### src/rtl/compare4a.sv
// Registered magnitude comparator: one-hot relation code plus sorted operand pair,
// unsigned or two's-complement per transaction, one-cycle latency.
module compare4a #(
    parameter int WIDTH = 4
) (
    input  logic             clk,
    input  logic             rst_n,
    input  logic             in_valid,
    input  logic             signed_mode,
    input  logic [WIDTH-1:0] a,
    input  logic [WIDTH-1:0] b,
    output logic [2:0]       y,
    output logic [WIDTH-1:0] max_o,
    output logic [WIDTH-1:0] min_o,
    output logic             out_valid
);

    logic [WIDTH-1:0] a_key;
    logic [WIDTH-1:0] b_key;
    logic             a_gt;
    logic             a_eq;
    logic [2:0]       y_d;
    logic [WIDTH-1:0] max_d;
    logic [WIDTH-1:0] min_d;

    logic [2:0]       y_q;
    logic [WIDTH-1:0] max_q;
    logic [WIDTH-1:0] min_q;
    logic             valid_q;

    // Flipping the sign bit maps two's-complement order onto unsigned order.
    always_comb begin
        a_key = a;
        b_key = b;
        if (signed_mode) begin
            a_key[WIDTH-1] = ~a[WIDTH-1];
            b_key[WIDTH-1] = ~b[WIDTH-1];
        end
    end

    assign a_eq = (a == b);
    assign a_gt = (a_key > b_key);

    always_comb begin
        y_d   = {a_gt, a_eq, ~a_gt & ~a_eq};
        max_d = a;
        min_d = b;
        if (!a_gt && !a_eq) begin
            max_d = b;
            min_d = a;
        end
    end

    // Result registers hold their value between transactions; only valid pulses.
    always_ff @(posedge clk or negedge rst_n) begin
        if (!rst_n) begin
            y_q     <= 3'b000;
            max_q   <= '0;
            min_q   <= '0;
            valid_q <= 1'b0;
        end else begin
            valid_q <= in_valid;
            if (in_valid) begin
                y_q   <= y_d;
                max_q <= max_d;
                min_q <= min_d;
            end
        end
    end

    assign y         = y_q;
    assign max_o     = max_q;
    assign min_o     = min_q;
    assign out_valid = valid_q;

endmodule

### config.mk
export PLATFORM = sky130hd
export DESIGN_NAME = compare4a
export DESIGN_NICKNAME = d
export VERILOG_FILES = /design/src/rtl/compare4a.sv
export SDC_FILE = /design/constraint.sdc
export NUM_CORES = 1
export LEC_CHECK = 0
export ABC_CLOCK_PERIOD_IN_PS = 2400
export CORE_UTILIZATION = 50
export CTS_BUF_LIST = sky130_fd_sc_hd__clkbuf_4
export CTS_CLUSTER_DIAMETER = 40
export DETAILED_ROUTE_END_ITERATION = 7
export PLACE_DENSITY = 0.86
export SLEW_MARGIN = 20
export SYNTH_ARGS = -nofsm -noshare
export SYNTH_HDL_FRONTEND = slang
export SYNTH_SLANG_ARGS = --single-unit
### constraint.sdc
create_clock -name clk -period 2.4 [get_ports clk]
set_clock_uncertainty 0.2 [all_clocks]
set_input_delay 0.24 -clock clk [delete_from_list [all_inputs] [get_ports clk]]
set_output_delay 0.24 -clock clk [all_outputs]
set_load 0.01 [all_outputs]
==> flow_summary.toml <==
[yosys]
synth_edf_count = 0
ys_seq_area_share_pct = 40.7
syn-num-nets = 89
ys_types = 23
async_flop_share_pct = 100
synth_top_area_share_pct = 40.7
ys_warn_count = 0
synth-seq-cells = 12
mappedNetlistArea_sq_um = 738
synth_common_cells = "dfrtp_1 (12), inv_1 (12), nand2_1 (10), a311o_1 (6), o221ai_1 (6)"
synthFlopType = "dfrtp_1"
synthTopCellsByArea = "dfrtp_1 (41%), a311o_1 (8.1%), o221ai_1 (7.1%)"
syn_inst = 74
syn_avg_cell_area_sq_um = 9.98
synth_top_cell_by_area = "dfrtp_1"

[drt]
via_count = 655
drtAntennaViolNets = 0
viasPerCell = 5.85
drt_iter0_markers = 10
drt-pass1-iter-count = 4
post_drt_wl_per_cell_um = 15.2
drc = 0
wl_um = 1700

[timing]
fin_crit_sh_pct = 86.2
worst_pin_slew_ns = 0.565
fin_crit_ns = 2.07
finalMaxSlewViolations = 0
finalHoldViolations = 0
setup_viol = 0
hold_slack_ns = 0.124
rsz0062_at_grt = "no"
slew_headroom_pct = 62.2
max_freq_mhz = 483
fin_ws_ns = 0.331
setup_tns_ns = 0

[worst_setup_path]
cp_data_required_time_ns = 2.37
rr_endpoint = "max_o[3]"
crit_path_end_kind = "register"
critPathKind = "input port to register"
reg2reg_slack_ns = 1.42
cp_max_fo = 7
reg2reg_depth = 1
cp-start-kind = "input port"
arrival_ns = 2.03
reg2reg_from = "max_o[3]"

[clocking]
cts_buffers = 3
insertion_delay_ns = 0.27
cts.reportedPaths.clkPinSlew_ns = 0.07
cts_sinks = 12
cts_hold_buf = 0
h-tree-depth = 1
cts_tree = "built"
clock_path_buffers = 2
clockRootBuffer = "clkbuf_4"
cts-resized-gates = 0
cts_setup_buffers = 0

[layout]
n_antenna_cell = 0
num-nets-final = 114
utilization_pct = 74.5
drive_gt1_share_pct = 11.3
syn_to_final_growth_pct = 34.6

[global_routing]
antenna_found_initial = 0
grt_overflow = 0
grt_util_all_layers_pct = 26.2
grt_max_degree = 13
first_global_vias = 606
grt_pass1_wl_um = 2620

[die]
die-height_um = 40.4
dieArea_sq_mm = 0.00163
die_w_um = 40.4
initial_core_util_pct = 55.3
core_area_sq_mm = 0.00133
io-pin-count = 24
rows = 13

[power]
power_leakage_nw = 0.432
power-per-cell-area_mw_per_mm2 = 569
power_w = 0.000565
ir_drop_mv = 0.355

[placement]
hpwl_um = 1230
place_ws_ns = 0.0368
gp_congestion = 0.774
portBuffers = 23

[run_status]
status = "complete, no violations"

[job]
maxCapViolCount = 0

[hold_path]
hold_path_class = "input port to asynchronous set/reset pin"
## report_power, final
part / switching, W / internal [W] / total [W]
sequential: 0.0000153 / 0.000230 / 0.000246
combinational: 0.0000868 / 0.000107 / 0.000194
clock: 0.0000681 / 0.0000582 / 0.000126
## through the flow
step	std cells	cell area, sq um
after floorplan	74	738
after global placement	109	971
after detailed placement	109	971
after CTS	112	993
after global routing	112	993
final	112	993
## state kept, by name (all words and copies together), names as in the netlist
register,cells
max_o,4
min_o,4
y,3
out_valid,1
## kinds of logic (layout without fill, tap and decap cells)
logic type / Yosys count / after routing / share of synthesized area (%)
AOI/OAI and AO/OA: 23 / 23 / 28.1
xor gates and xnor gates: 1 / 1 / 1.19
adders and majority gates: 3 / 3 / 5.09
buffers and inverters: 16 / 39 / 9.32
DFF: 12 / 12 / 40.7
muxes: 3 / 3 / 5.08
and+or+nand+nor: 16 / 16 / 10.5
## critical path: stages
cell             delay [ns]
clkdlybuf4s50_1        0.48
inv_1                  0.05
ha_1                   0.30
nor2b_1                0.15
o211ai_2               0.34
a31oi_4                0.18
mux2_4                 0.29
## cells in the final DEF (no fill, tap or decap), drive strengths merged, types with 2 or more instances in the layout
cell type,count
inv,12
clkbuf,3
o21ai,2
o211ai,2
ha,3
dfrtp,12
nand2,10
o221ai,6
a21oi,3
nand2b,2
mux2,3
clkdlybuf4s50,23
nor2b,2
a311o,6
## how the worst max path moves through the flow
| stage | to | start | slack, ns |
|---|---|---|---|
| detailed placement | y[2] | b[1] | 0.04 |
| global route | y[2] | b[1] | 0.27 |
| finish | y[2] | b[1] | 0.33 |
| floorplan | y[2] | b[1] | 0.68 |
| CTS | y[2] | b[1] | 0.33 |
| global placement | y[2] | b[1] | 0.12 |
## metal layers
| metal | up-vias | global-route usage (%) | wire length, um |
|---|---|---|---|
| met5 | - | 0 | 0 |
| met4 | 0 | 20.0 | 52 |
| met3 | 6 | 7.78 | 97 |
| met2 | 24 | 42.1 | 785 |
| met1 | 306 | 28.7 | 768 |
| li1 | 319 | - | - |
## layout make-up
cell class | instances | area, sq um
multi-input combinational | 46 | 369
fill | 103 | 340
sequential | 12 | 300
timing repair buffer | 24 | 238
inverter | 12 | 45.0
clock buffer | 3 | 22.5
tap | 15 | 18.8
(Power assumes the default switching activity.)
